<file path="config.mk">
export PLATFORM = sky130hd
export DESIGN_NAME = stereo_cam_sim_flat
export DESIGN_NICKNAME = d
export VERILOG_FILES = /design/src/rtl/stereo_cam_sim_pkg.sv /design/src/rtl/stereo_cam_sim_if.sv /design/src/rtl/stereo_cam_sim_pattern.sv /design/src/rtl/stereo_cam_sim.sv /design/src/flat_wrapper.sv
export SDC_FILE = /design/constraint.sdc
export NUM_CORES = 1
export LEC_CHECK = 0
export ABC_CLOCK_PERIOD_IN_PS = 8700
export BUFFER_PORTS_ARGS = -buffer_cell sky130_fd_sc_hd__buf_4
export CAP_MARGIN = 25
export CORE_ASPECT_RATIO = 1.25
export CORE_MARGIN = 1.5
export CORE_UTILIZATION = 30
export CTS_CLUSTER_SIZE = 25
export DETAILED_ROUTE_END_ITERATION = 8
export PLACE_DENSITY_LB_ADDON = 0.15
export SLEW_MARGIN = 30
export SYNTH_ARGS = -nofsm -noshare
export SYNTH_HDL_FRONTEND = slang
export SYNTH_SLANG_ARGS = --single-unit
export TNS_END_PERCENT = 30
</file>
<file path="constraint.sdc">
create_clock -name clk -period 8.7 [get_ports clk]
set_input_delay 0.435 -clock clk [delete_from_list [all_inputs] [get_ports clk]]
set_output_delay 0.435 -clock clk [all_outputs]
set_load 0.03 [all_outputs]
</file>
<file path="src/rtl/stereo_cam_sim_pkg.sv">
// stereo_sim_pkg: raster FSM state encoding and test-pattern mode codes shared by the stereo camera simulator
package stereo_sim_pkg;
  typedef enum logic [1:0] {ST_IDLE, ST_ACTIVE, ST_HBLANK, ST_VBLANK} state_t;
  localparam logic [1:0] MODE_RAMP = 2'd0;
  localparam logic [1:0] MODE_CHECKER = 2'd1;
  localparam logic [1:0] MODE_CONST = 2'd2;
  localparam logic [1:0] MODE_FRAMEID = 2'd3;
endpackage

</file>
<file path="src/rtl/stereo_cam_sim_if.sv">
// stereo_cam_sim_if: pixel stream bus (pclk, value, x, y, is_val, frame_start, line_end, frame_cnt, busy); master drives, slave consumes
interface stereo_cam_sim_if #(
  parameter int NUM_CAM = 2,
  parameter int PIX_W = 8,
  parameter int X_W = 10,
  parameter int Y_W = 10
);
  logic pclk;
  logic [NUM_CAM*PIX_W-1:0] value;
  logic [X_W-1:0] x;
  logic [Y_W-1:0] y;
  logic is_val;
  logic frame_start;
  logic line_end;
  logic [7:0] frame_cnt;
  logic busy;
  modport master(output pclk, value, x, y, is_val, frame_start, line_end, frame_cnt, busy);
  modport slave(input pclk, value, x, y, is_val, frame_start, line_end, frame_cnt, busy);
endinterface

</file>
<file path="src/rtl/stereo_cam_sim_pattern.sv">
// cam_pattern_gen: combinational per-camera pixel value from (x, y, frame_cnt, mode, const_val) with camera disparity shift -> pix
module cam_pattern_gen
  import stereo_sim_pkg::*;
#(
  parameter int CAM = 0,
  parameter int PIX_W = 8,
  parameter int WIDTH = 640,
  parameter int DISP = 4,
  parameter int X_W = 10,
  parameter int Y_W = 10
) (
  input  logic [X_W-1:0]   x,
  input  logic [Y_W-1:0]   y,
  input  logic [7:0]       frame_cnt,
  input  logic [1:0]       mode,
  input  logic [PIX_W-1:0] const_val,
  output logic [PIX_W-1:0] pix
);
  localparam int OFF = (CAM * DISP) % WIDTH;
  logic [X_W:0] s;
  logic [X_W:0] xc;
  always_comb begin
    s = {1'b0, x} + (X_W+1)'(OFF);
    xc = s >= (X_W+1)'(WIDTH) ? s - (X_W+1)'(WIDTH) : s;
    pix = mode == MODE_RAMP ? PIX_W'(xc) + PIX_W'(y) + PIX_W'(frame_cnt)
        : mode == MODE_CHECKER ? {PIX_W{xc[3] ^ y[3]}}
        : mode == MODE_CONST ? const_val
        : PIX_W'(frame_cnt);
  end
endmodule

</file>
<file path="src/rtl/stereo_cam_sim.sv">
// stereo_cam_sim: multi-camera raster source; clk, reset (sync active-low), go, mode, const_val in; pix stream bus out
module stereo_cam_sim
  import stereo_sim_pkg::*;
#(
  parameter int NUM_CAM = 2,
  parameter int PIX_W = 8,
  parameter int WIDTH = 640,
  parameter int HEIGHT = 480,
  parameter int HBLANK = 160,
  parameter int VBLANK = 45,
  parameter int PCLK_DIV = 2,
  parameter int DISP = 4,
  parameter int X_W = 10,
  parameter int Y_W = 10
) (
  input  logic             clk,
  input  logic             reset,
  input  logic             go,
  input  logic [1:0]       mode,
  input  logic [PIX_W-1:0] const_val,
  stereo_cam_sim_if.master pix
);
  localparam int H_TOT = WIDTH + HBLANK;
  localparam int V_TOT = HEIGHT + VBLANK;
  localparam int DIV_W = PCLK_DIV > 1 ? $clog2(PCLK_DIV) : 1;
  state_t state, state_n;
  logic [X_W-1:0] h, h_n;
  logic [Y_W-1:0] v, v_n;
  logic [DIV_W-1:0] div, div_n;
  logic [1:0] mode_q, mode_n;
  logic [7:0] fc, fc_n;
  logic slot, act, last_h, last_v, eof, start;
  logic [NUM_CAM*PIX_W-1:0] pat;
  for (genvar c = 0; c < NUM_CAM; c++) begin : g_cam
    cam_pattern_gen #(
      .CAM(c), .PIX_W(PIX_W), .WIDTH(WIDTH), .DISP(DISP), .X_W(X_W), .Y_W(Y_W)
    ) u_pat (
      .x(h), .y(v), .frame_cnt(fc), .mode(mode_q), .const_val(const_val),
      .pix(pat[c*PIX_W +: PIX_W])
    );
  end
  always_comb begin
    slot = state != ST_IDLE && div == '0;
    act = slot && state == ST_ACTIVE;
    last_h = h == X_W'(H_TOT - 1);
    last_v = v == Y_W'(V_TOT - 1);
    eof = slot && last_h && last_v;
    start = state == ST_IDLE && go;
    div_n = state == ST_IDLE || div == DIV_W'(PCLK_DIV - 1) ? '0 : div + 1'b1;
    h_n = slot ? (last_h ? '0 : h + 1'b1) : h;
    v_n = slot && last_h ? (last_v ? '0 : v + 1'b1) : v;
    fc_n = eof ? fc + 1'b1 : fc;
    mode_n = start || (eof && go) ? mode : mode_q;
    state_n = state == ST_IDLE ? (go ? ST_ACTIVE : ST_IDLE)
            : !slot ? state
            : eof && !go ? ST_IDLE
            : v_n >= Y_W'(HEIGHT) ? ST_VBLANK
            : h_n >= X_W'(WIDTH) ? ST_HBLANK
            : ST_ACTIVE;
  end
  always_ff @(posedge clk) begin
    if (!reset) begin
      state <= ST_IDLE;
      h <= '0;
      v <= '0;
      div <= '0;
      mode_q <= MODE_RAMP;
      fc <= '0;
      pix.pclk <= 1'b0;
      pix.value <= '0;
      pix.x <= '0;
      pix.y <= '0;
      pix.is_val <= 1'b0;
      pix.frame_start <= 1'b0;
      pix.line_end <= 1'b0;
      pix.busy <= 1'b0;
    end else begin
      state <= state_n;
      h <= h_n;
      v <= v_n;
      div <= div_n;
      mode_q <= mode_n;
      fc <= fc_n;
      pix.pclk <= slot;
      pix.is_val <= act;
      pix.frame_start <= act && h == '0 && v == '0;
      pix.line_end <= act && h == X_W'(WIDTH - 1);
      pix.busy <= state_n != ST_IDLE;
      if (act) begin
        pix.x <= h;
        pix.y <= v;
        pix.value <= pat;
      end
    end
  end
  assign pix.frame_cnt = fc;
endmodule

</file>
<file path="src/flat_wrapper.sv">
// flat-port wrapper written by rule: the top's interface ports become plain ports
module stereo_cam_sim_flat import stereo_sim_pkg::*;
#(
  parameter int NUM_CAM = 2,
  parameter int PIX_W = 8,
  parameter int WIDTH = 640,
  parameter int HEIGHT = 480,
  parameter int HBLANK = 160,
  parameter int VBLANK = 45,
  parameter int PCLK_DIV = 2,
  parameter int DISP = 4,
  parameter int X_W = 10,
  parameter int Y_W = 10
)
  (clk, reset, go, mode, const_val, pix_pclk, pix_value, pix_x, pix_y, pix_is_val, pix_frame_start, pix_line_end, pix_frame_cnt, pix_busy);
  stereo_cam_sim_if #(.NUM_CAM(NUM_CAM), .PIX_W(PIX_W), .X_W(X_W), .Y_W(Y_W)) pix_i ();
  input  logic clk;
  input  logic reset;
  input  logic go;
  input  logic [1:0] mode;
  input  logic [PIX_W-1:0] const_val;
  output wire logic [$bits(pix_i.pclk)-1:0] pix_pclk;
  output wire logic [$bits(pix_i.value)-1:0] pix_value;
  output wire logic [$bits(pix_i.x)-1:0] pix_x;
  output wire logic [$bits(pix_i.y)-1:0] pix_y;
  output wire logic [$bits(pix_i.is_val)-1:0] pix_is_val;
  output wire logic [$bits(pix_i.frame_start)-1:0] pix_frame_start;
  output wire logic [$bits(pix_i.line_end)-1:0] pix_line_end;
  output wire logic [$bits(pix_i.frame_cnt)-1:0] pix_frame_cnt;
  output wire logic [$bits(pix_i.busy)-1:0] pix_busy;
  assign pix_pclk = pix_i.pclk;
  assign pix_value = pix_i.value;
  assign pix_x = pix_i.x;
  assign pix_y = pix_i.y;
  assign pix_is_val = pix_i.is_val;
  assign pix_frame_start = pix_i.frame_start;
  assign pix_line_end = pix_i.line_end;
  assign pix_frame_cnt = pix_i.frame_cnt;
  assign pix_busy = pix_i.busy;
  stereo_cam_sim #(.NUM_CAM(NUM_CAM), .PIX_W(PIX_W), .WIDTH(WIDTH), .HEIGHT(HEIGHT), .HBLANK(HBLANK), .VBLANK(VBLANK), .PCLK_DIV(PCLK_DIV), .DISP(DISP), .X_W(X_W), .Y_W(Y_W)) u_core (.clk(clk), .reset(reset), .go(go), .mode(mode), .const_val(const_val), .pix(pix_i));
endmodule
</file>
---- After elaboration in Yosys (flattened, before gate mapping) ----
Cells that the tools add are included.
word-level totals
  flip-flop bits (word level) ............. 74
  input port bits ......................... 13
  output and inout port bits .............. 49
operators by class
  add/sub/neg operators ................... 11
  $lt $le $gt $ge ......................... 4
  equal/unequal tests ..................... 6
  mux-type cells .......................... 17
  bitwise logic cells ..................... 4
  reduce and logical (&&, ||, !) cells .... 20
operators with widths
  cell                                                   count
  2-to-1 mux 8 bit                                       7
  2-to-1 mux 10 bit                                      4
  adder 8 bit                                            4
  equality test 10 bit, second input constant            3
  adder 10 x 1 -> 10 bit, second input constant          2
  >= comparator 10 bit, second input constant            2
  logical NOT 10 bit                                     2
  subtractor 8 bit, second input constant                2
  adder 10 x 3 -> 11 bit, second input constant          1
  >= comparator 11 x 10 -> 1 bit, second input constant  1
  >= comparator 10 x 9 -> 1 bit, second input constant   1
  logical AND 1 bit                                      10
  2-to-1 mux 2 bit                                       5
  adder 8 x 1 -> 8 bit, second input constant            1
  equality test 2 x 1 -> 1 bit, second input constant    2
  logical NOT 2 bit                                      2
  nonzero test 2 bit                                     2
  equality test 2 bit, second input constant             1
  logical OR 1 bit                                       2
  NOT 1 bit                                              2
  OR reduction 2 bit                                     1
  XOR 1 bit                                              2
  adder 1 bit, second input constant                     1
  logical NOT 1 bit                                      1
  2-to-1 mux 1 bit                                       1

---- Longest topological paths before layout ----
Gate-level depths: netlist of run 1.
  depth after elaboration ................. 10
  depth in mapped cells ................... 12
  mapped depth without buffers ............ 12

---- Cells and area by module ----
From an unflattened synthesis of run 1, not the netlist that was laid out.
second synthesis, totals
  cell total of the unflattened synthesis .. 528
  area total of the unflattened synthesis .. 4603.2 um2
by module, submodules not included
  module                                   times used  cells each  area each (um2)
  stereo_cam_sim                           1           395         3174.3
  cam_pattern_gen (u_core.g_cam[1].u_pat)  1           76          797.0
  cam_pattern_gen (u_core.g_cam[0].u_pat)  1           57          631.9

---- Worst setup path after synthesis of run 1 ----
OpenSTA, ideal clock, no wires.
  path kind ............................... flip-flop to flip-flop
  start point ............................. reg u_core.fc[0], in the netlist u_core.pix.frame_cnt[0]
  end point ............................... reg u_core.pix.value[13]
  arrival ................................. 2754 ps
  slack ................................... 5870 ps
  cell stages (with the launch flop) ...... 13
  buffers on the path ..................... 0
  cell sequence ........................... dfxtp_1 > inv_1 > fa_1 > inv_1 > ha_1 > inv_1 > fa_1 > nor2b_1 > o21ai_0 > a211oi_1 > a211oi_1 > a311o_1 > a21boi_0
between the ends
  word-level cells in the longest chain between the ends .. 2
RTL lines
  what                    line                          RTL
  start, declared         stereo_cam_sim.sv:31          logic [7:0] fc, fc_n;
  start signal, assigned  stereo_cam_sim.sv:83          fc <= fc_n;
  adder 8 bit             stereo_cam_sim_pattern.sv:25  pix = mode == MODE_RAMP ? PIX_W'(xc) + PIX_W'(y) + PIX_W'(frame_cnt)
  2-to-1 mux 8 bit        stereo_cam_sim_pattern.sv:25
  end signal, assigned    stereo_cam_sim.sv:92          pix.value <= pat;
  end, declared           stereo_cam_sim_if.sv:17       modport master(output pclk, value, x, y, is_val, frame_start, line_end, frame_cnt, busy);
No other way between the ends.
A chain may end at the register's enable or synchronous reset.

---- Worst setup path in the final report of run 1 ----
  start point ............................. reg u_core.h[2]
  end point ............................... reg u_core.pix.value[13]
between the ends
  word-level cells in the longest chain between the ends .. 6
RTL lines
  what                                                                       line                                                        RTL
  start, declared                                                            stereo_cam_sim.sv:27                                        logic [X_W-1:0] h, h_n;
  start signal, assigned                                                     stereo_cam_sim.sv:79                                        h <= h_n;
  adder 10 x 3 -> 11 bit *                                                   stereo_cam_sim_pattern.sv:23                                s = {1'b0, x} + (X_W+1)'(OFF);
  >= comparator 11 x 10 -> 1 bit / subtractor 8 bit (equally long branches)  stereo_cam_sim_pattern.sv:24                                xc = s >= (X_W+1)'(WIDTH) ? s - (X_W+1)'(WIDTH) : s;
  2-to-1 mux 8 bit *                                                         stereo_cam_sim_pattern.sv:24
  adder 8 bit / XOR 1 bit (equally long branches)                            stereo_cam_sim_pattern.sv:25, stereo_cam_sim_pattern.sv:26
  adder 8 bit / 2-to-1 mux 8 bit (equally long branches)                     stereo_cam_sim_pattern.sv:25, stereo_cam_sim_pattern.sv:26
  2-to-1 mux 8 bit *                                                         stereo_cam_sim_pattern.sv:25
Mark *: on every way between the ends. The rest lies on a longest branch, timed or not.

==> implementation parameters, run 1 <==
Parameter                              Value

Synth
  XOR/XNOR Fraction of Synth Area    0.06611
  Post-synthesis instance area    4372 sq um
  Largest family of logic cells by synthesized area    simple AND/OR/NAND/NOR gates
  Async set-reset flop share out of synthesis    0
  Number of different library cells in the post-synthesis netlist    56
  Yosys warnings    0
  Synth Area in Adders    0.1214
  Net count of the mapped netlist    568
  Post-synthesis compound-gate area fraction    0.1766
  Average footprint of a synthesized cell    8.391 sq um
  Sequential fraction of the synthesis area    0.3389
  Dominant register cell in the synthesized netlist    sky130_fd_sc_hd__dfxtp_1
  Portion of netlist area occupied by mux cells    0.01402
  Cell taking the most area after synthesis    sky130_fd_sc_hd__dfxtp_1
  Number of register bits inferred by synthesis    74
  Synthesized-area fraction occupied by and/or/nand/nor cells    0.2298
  Cell types occupying the most area after synthesis    sky130_fd_sc_hd__dfxtp_1 (34%), sky130_fd_sc_hd__nand2_1 (7.6%), sky130_fd_sc_hd__fa_1 (6.4%)
  Number of enable-type register cells in the synthesized netlist    0
  Number of instances in the synthesized netlist    521
  Fraction of post-synthesis cell area in the top cell type by area    0.3389

Drt
  DRT iter0 DRCs    155
  Post-DR wirelength/cell    15.78 um
  Detail-routed via count per cell    4.904
  Remaining DRCs    0
  Wire length after detailed routing    11.85 mm
  Via Count    3683
  Routed Antenna Nets    0
  Number of iterations in the first detailed-routing pass    4

Critical path
  Crit end category    register
  Largest fanout on the critical path    5
  Critical path required time    8.97 ns
  Setup Crit Path Kind    reg2reg
  Register-to-register path setup slack    5.64 ns
  Kind of start point of the critical path    register
  Arrival time reported for the critical path endpoint    3.33 ns

Die
  # rows    49
  Horizontal die dimension    111.0 um
  Vertical extent of the die    138.0 um
  Core Region    14290 sq um
  Top-level I/O count    62
  Die outline area    15310 sq um
  Starting density of the core    0.3060

Global routing
  Antenna violations before repair    0
  Remaining global-route overflow    0
  Wire length of the first global-routing pass    19.17 mm
  Largest net degree at the start of global routing    61
  Number of global-route vias before repair    3687
  Overall track demand over capacity in global routing    0.1606

Timing
  Slew Limit Fails    0
  Clock skew after layout    0.007511 ns
  Achievable frequency    326.7 MHz
  Period utilisation layout    0.3518
  Least setup slack across all paths after layout    5.639 ns
  Unrepaired setup endpoints after global routing    no
  Final hold vios    0
  Min cycle time layout    3.061 ns
  Transition time of the tightest slew-check pin    0.8064 ns
  Worst slack on hold paths    0.3466 ns
  Max-slew headroom    0.4613
  Setup-violating endpoint count in the final report    0
  Setup tns final    0 ns

Placement
  Worst-case setup slack after placement    5.671 ns
  PortBufs    61
  Placed wire-length estimate after detailed placement    8.708 mm
  GPL Wtd Cong    0.8558
  Number of placed instances, taps included    735

Layout
  Most common library cell in the layout ignoring fill and taps    sky130_fd_sc_hd__nand2_1
  Share of the core filled with cells in the final layout    0.3714
  Area growth from synthesis to final layout    21.35%
  Number of standard cells in the layout, taps in and fillers out    751
  Most used cells in the layout excluding fill and tap cells    sky130_fd_sc_hd__nand2_1 (88), sky130_fd_sc_hd__dfxtp_1 (74), sky130_fd_sc_hd__buf_4 (65), sky130_fd_sc_hd__inv_1 (29), sky130_fd_sc_hd__nor2_1 (29)
  Layout cells sized above 1    0.1658
  Number of antenna repair diodes    0
  # nets final    615

Clocking
  Number of buffers inserted to repair setup after CTS    0
  Clock transition at the register clock pins on the worst setup and hold paths after CTS    0.06 ns
  CTS Hold Bufs    0
  Cell at the root of the clock tree    sky130_fd_sc_hd__clkbuf_16
  Sinks on the clock net    74
  Post-cts repair resize count    0
  Maximum level of the CTS H-tree    3
  Clk_lat worst skew    0.35 ns
  Bufs on Longest Clock Path    2
  TritonCTS clock tree    built
  Cts bufs inserted    9

Min path
  Path class of the lowest-slack min-delay path    in2reg

Power and ir drop
  IR Drop Worst-Case VDD    82.87 uV
  Lkg Pwr    0.002166 uW
  Cell Pwr Density    166.1 nW/um^2

Status
  Outcome    finished, final reports clean

Job
  Maximum capacitance violations    0
cell type report:
class                           instances  area (sq um)
Clock buffer                            9         225.2
Clock inverter                          7         116.4
Fill cell                            1493          8980
Inverter                               29         108.9
Multi-Input combinational cell        389          2663
Sequential cell                        74          1481
Tap cell                              178         222.7
Timing Repair Buffer                   65         488.0
cells by family after synthesis:
group | after synthesis
and+or+nand+nor | 201
AOI/OAI and AO/OA | 115
DFF | 74
buffers and inverters | 58
adders and majority gates | 34
xor gates and xnor gates | 33
muxes | 6
metrics by stage:
step                      power [uW]  instance area (sq um)
after floorplan                423.8                   4372
after global placement         456.1                   4964
after global routing           910.6                   5305
after CTS                      891.6                   5305
final                          881.0                   5305
after detailed placement       456.8                   4964
worst max-delay path, cell delays in order, from the launching register on:
cell	delay, ns
sky130_fd_sc_hd__dfxtp_1	0.42
sky130_fd_sc_hd__inv_1	0.15
sky130_fd_sc_hd__ha_1	0.36
sky130_fd_sc_hd__fa_1	0.44
sky130_fd_sc_hd__ha_1	0.35
sky130_fd_sc_hd__nor2b_1	0.16
sky130_fd_sc_hd__o31a_1	0.27
sky130_fd_sc_hd__a211oi_1	0.27
sky130_fd_sc_hd__a211oi_1	0.08
sky130_fd_sc_hd__a311o_1	0.32
sky130_fd_sc_hd__a21boi_0	0.16
worst paths after layout:
kind | from | to | cells past startpoint
worst max-delay path | u_core.h[2] | u_core.pix.value[13] | 10
worst min-delay path | mode[0] | u_core.mode_q[0] | 3
worst max register to register | u_core.h[2] | u_core.pix.value[13] | 10
worst min register to register | u_core.pix.y[6] | u_core.pix.y[6] | 2
where the power goes:
part / switching [uW] / internal [uW] / leakage [uW]
sequential: 6.62 / 349 / 0.000600
combinational: 60.0 / 32.7 / 0.00140
clock: 152 / 280 / 0.000166
per-layer routing:
| metal | GRT usage | vias up | part of all wire |
|---|---|---|---|
| li1 | - | 1872 | - |
| met1 | 0.1931 | 1710 | 0.46 |
| met2 | 0.2730 | 81 | 0.48 |
| met3 | 0.02622 | 20 | 0.035 |
| met4 | 0.09473 | 0 | 0.033 |
| met5 | 0 | - | 0 |
synth_stat cells, drive strengths merged (5+ instances only):
cell,n
a211oi,7
a21boi,28
a21oi,18
and2,8
buf,8
clkbuf,21
dfxtp,74
fa,14
ha,20
inv,29
mux2i,5
nand2,88
nand2b,9
nand3,13
nand4,10
nor2,29
nor2b,14
nor3,11
nor4,5
o211ai,10
o21a,6
o21ai,24
xnor2,18
xor2,15
flip-flops by register name (all words and copies together), names as in the netlist, 2 cells and up:
register,flops
u_core.pix.value,16
u_core.h,10
u_core.pix.x,10
u_core.pix.y,10
u_core.v,10
u_core.pix.frame_cnt,8
u_core.mode_q,2
u_core.state,2
Power figures use the tool's default switching activity.
==> run 2: changes to the inputs <==
--- a/config.mk
+++ b/config.mk
@@ -5,7 +5,8 @@
 export SDC_FILE = /design/constraint.sdc
 export NUM_CORES = 1
 export LEC_CHECK = 0
-export ABC_CLOCK_PERIOD_IN_PS = 8700
+export ABC_AREA = 1
+export ABC_CLOCK_PERIOD_IN_PS = 3100
 export BUFFER_PORTS_ARGS = -buffer_cell sky130_fd_sc_hd__buf_4
 export CAP_MARGIN = 25
 export CORE_ASPECT_RATIO = 1.25
==> constraint.sdc (replaced) <==
create_clock -name clk -period 3.1 [get_ports clk]
set_input_delay 0.155 -clock clk [delete_from_list [all_inputs] [get_ports clk]]
set_output_delay 0.155 -clock clk [all_outputs]
set_load 0.03 [all_outputs]
==> run 2 against run 1 <==
  * Clock-buffer cell count grew 6
  * Via count up 10%
  * First-iteration DRC count is 9.0% higher
  * Global-route usage rose by 1.6 points
  * Critical endpoint is now u_core.pix.value[15]
  * Area after synthesis down 0.11%
  * Critical path type unchanged
==> implementation parameters, run 2 <==
Parameter                              Value

Layout
  Top register by number of flip-flops    u_core.pix.value
  Most common library cell in the layout ignoring fill and taps    sky130_fd_sc_hd__nand2_1
  Most used cells in the layout excluding fill and tap cells    sky130_fd_sc_hd__nand2_1 (112), sky130_fd_sc_hd__dfxtp_1 (74), sky130_fd_sc_hd__inv_1 (72), sky130_fd_sc_hd__buf_4 (70), sky130_fd_sc_hd__o21ai_0 (53)
  Layout cells sized above 1    0.1657
  # nets final    700
  Area growth from synthesis to final layout    22.64%
  Footprint of the flip-flops and latches    1481 sq um
  Number of flip-flops in the largest register    16
  # fillers    1502
  Multi-input gate area    2514 sq um
  Number of antenna repair diodes    0

Synth
  Number of enable-type register cells in the synthesized netlist    0
  Number of register bits inferred by synthesis    74
  Average footprint of a synthesized cell    7.426 sq um
  Dominant register cell in the synthesized netlist    sky130_fd_sc_hd__dfxtp_1
  Most numerous cell in the Yosys netlist    sky130_fd_sc_hd__nand2_1
  Cell types occupying the most area after synthesis    sky130_fd_sc_hd__dfxtp_1 (34%), sky130_fd_sc_hd__nand2_1 (9.6%), sky130_fd_sc_hd__fa_1 (6.4%)
  Post-synthesis instance area    4367 sq um
  Number of different library cells in the post-synthesis netlist    44
  Most used standard cells in the synthesized netlist    sky130_fd_sc_hd__nand2_1 (112), sky130_fd_sc_hd__dfxtp_1 (74), sky130_fd_sc_hd__inv_1 (72), sky130_fd_sc_hd__o21ai_0 (53), sky130_fd_sc_hd__nor2_1 (52)
  Yosys warnings    0
  Net count of the mapped netlist    635
  Number of instances in the synthesized netlist    588
  Sequential fraction of the synthesis area    0.3393
  Cell taking the most area after synthesis    sky130_fd_sc_hd__dfxtp_1
  Async set-reset flop share out of synthesis    0
  Fraction of post-synthesis cell area in the top cell type by area    0.3393

Placement
  GPL Wtd Cong    0.8711
  Placed wire-length estimate after detailed placement    9.974 mm
  PortBufs    61

Clocking
  Bufs on Longest Clock Path    2
  Cts bufs inserted    9
  Post-cts repair resize count    0
  CTS Hold Bufs    0
  Sinks on the clock net    74
  Cell at the root of the clock tree    sky130_fd_sc_hd__clkbuf_16
  Clock transition at the register clock pins on the worst setup and hold paths after CTS    0.06 ns
  Number of buffers inserted to repair setup after CTS    0
  TritonCTS clock tree    built
  Clk_lat worst skew    0.33 ns
  Maximum level of the CTS H-tree    3

Drt
  Number of iterations in the first detailed-routing pass    4
  Post-DR wirelength/cell    15.53 um
  Routed Antenna Nets    0
  Via Count    4061
  Remaining DRCs    0
  Detail-routed via count per cell    4.858
  Wire length after detailed routing    12.98 mm
  DRT iter0 DRCs    169

Critical path
  Kind of start point of the critical path    register
  Critical path launch point    u_core.pix.frame_cnt[2]
  Startpoint of the worst register-to-register path    u_core.pix.frame_cnt[2]
  Arrival time reported for the critical path endpoint    3.03 ns
  Setup Crit Path Kind    reg2reg
  Critical path required time    3.37 ns
  Largest fanout on the critical path    6
  Crit end category    register

Die
  Core Region    14290 sq um
  Top-level I/O count    62
  Starting density of the core    0.3057
  # rows    49
  Die outline area    15290 sq um
  Horizontal die dimension    110.9 um
  Vertical extent of the die    137.9 um

Global routing
  Largest net degree at the start of global routing    43
  Overall track demand over capacity in global routing    0.1765
  Number of global-route vias before repair    3914
  Antenna violations before repair    0
  Wire length of the first global-routing pass    20.93 mm
  Remaining global-route overflow    0

Power and ir drop
  IR Drop Worst-Case VDD    234.6 uV
  Cell Pwr Density    475.6 nW/um^2
  Lkg Pwr    0.002435 uW

Timing
  Clock skew after layout    0.004611 ns
  Max-slew headroom    0.6127
  Period utilisation layout    0.8926
  Final hold vios    0
  Min cycle time layout    2.767 ns
  Setup tns final    0 ns
  Achievable frequency    361.4 MHz
  Slew Limit Fails    0
  Transition time of the tightest slew-check pin    0.5774 ns
  Worst slack on hold paths    0.1166 ns
  Setup-violating endpoint count in the final report    0
  Unrepaired setup endpoints after global routing    no

Status
  Outcome    finished, final reports clean

Job
  Maximum capacitance violations    0

Min path
  Path class of the lowest-slack min-delay path    in2reg
  Startpoint of the tightest hold check path    mode[1]
[run 2: cell types whose count changed after synthesis, sizes merged, moves of 14 or more]
cell,change
a21boi,-28
a21oi,+33
inv,+47
nand2,+27
nand3,+19
nor2,+31
nor2b,-14
o21ai,+32
xnor2,-15
[run 2: final cells by class]
class | count | share of cell area
inverters | 77 | 0.05491
clock buffers | 15 | 0.05374
clock inverters | 1 | 0.005607
multi-input cells | 421 | 0.4694
flip-flops and latches | 74 | 0.2766
repair buffers | 70 | 0.09813
well taps | 178 | 0.04159
[run 2: cells by family (layout without fill, tap and decap cells)]
| logic type | after synthesis | count (layout) | share of synthesized area |
|---|---|---|---|
| adder cells (fa/ha/maj) | 34 | 34 | 0.1215 |
| AND/OR/NAND/NOR | 241 | 241 | 0.2567 |
| flip-flops | 74 | 74 | 0.3393 |
| XOR/XNOR | 19 | 19 | 0.03811 |
| AO/OA/AOI/OAI | 127 | 127 | 0.1579 |
| buffers and inverters | 93 | 163 | 0.08653 |
[run 2: final timing paths]
kind | depth (start not counted) | slack [ns] | to
max | 17 | 0.33 | u_core.pix.value[15]
max reg2reg | 17 | 0.33 | u_core.pix.value[15]
min | 3 | 0.12 | u_core.mode_q[1]
min reg2reg | 2 | 0.47 | u_core.pix.value[0]
[run 2: through the flow]
stage / instance area [sq um] / power, uW / cells / util / worst slack [ns]
after floorplan: 4367 / 1301 / 588 / - / 0.4671
after global placement: 5037 / 1453 / 820 / 0.3526 / 0.3868
after detailed placement: 5037 / 1454 / 820 / 0.3526 / 0.3748
after CTS: 5355 / 2582 / 836 / 0.3749 / 0.3529
after global routing: 5355 / 2654 / 836 / 0.3749 / 0.07195
final: 5355 / 2547 / 836 / 0.3749 / 0.3329
[run 2: metal layers]
metal  vias to the layer above  GRT usage  wire length [um]
li1                       2063          -                 -
met1                      1885     0.2143              5646
met2                       104     0.3217              6531
met3                         9    0.02710               645
met4                         0    0.05698               160
met5                         -          0                 0
[run 2: critical path, stage by stage (launching register included)]
cell                      delay, ns
sky130_fd_sc_hd__dfxtp_1       0.51
sky130_fd_sc_hd__inv_1         0.19
sky130_fd_sc_hd__fa_1          0.65
sky130_fd_sc_hd__inv_1         0.09
sky130_fd_sc_hd__fa_1          0.36
sky130_fd_sc_hd__inv_1         0.09
sky130_fd_sc_hd__nand3_1       0.09
sky130_fd_sc_hd__nand2_1       0.08
sky130_fd_sc_hd__nand2_1       0.06
sky130_fd_sc_hd__nand2_1       0.06
sky130_fd_sc_hd__nand2_1       0.04
sky130_fd_sc_hd__nand2_1       0.07
sky130_fd_sc_hd__inv_1         0.04
sky130_fd_sc_hd__nand2_1       0.07
sky130_fd_sc_hd__nand2_1       0.05
sky130_fd_sc_hd__nand2_1       0.05
sky130_fd_sc_hd__nand3_1       0.06
sky130_fd_sc_hd__a21oi_1       0.14
[run 2: power breakdown]
part	internal, uW	total (uW)	switching [uW]
clock network	713	1120	404
registers	1010	1040	33.6
logic	132	388	256
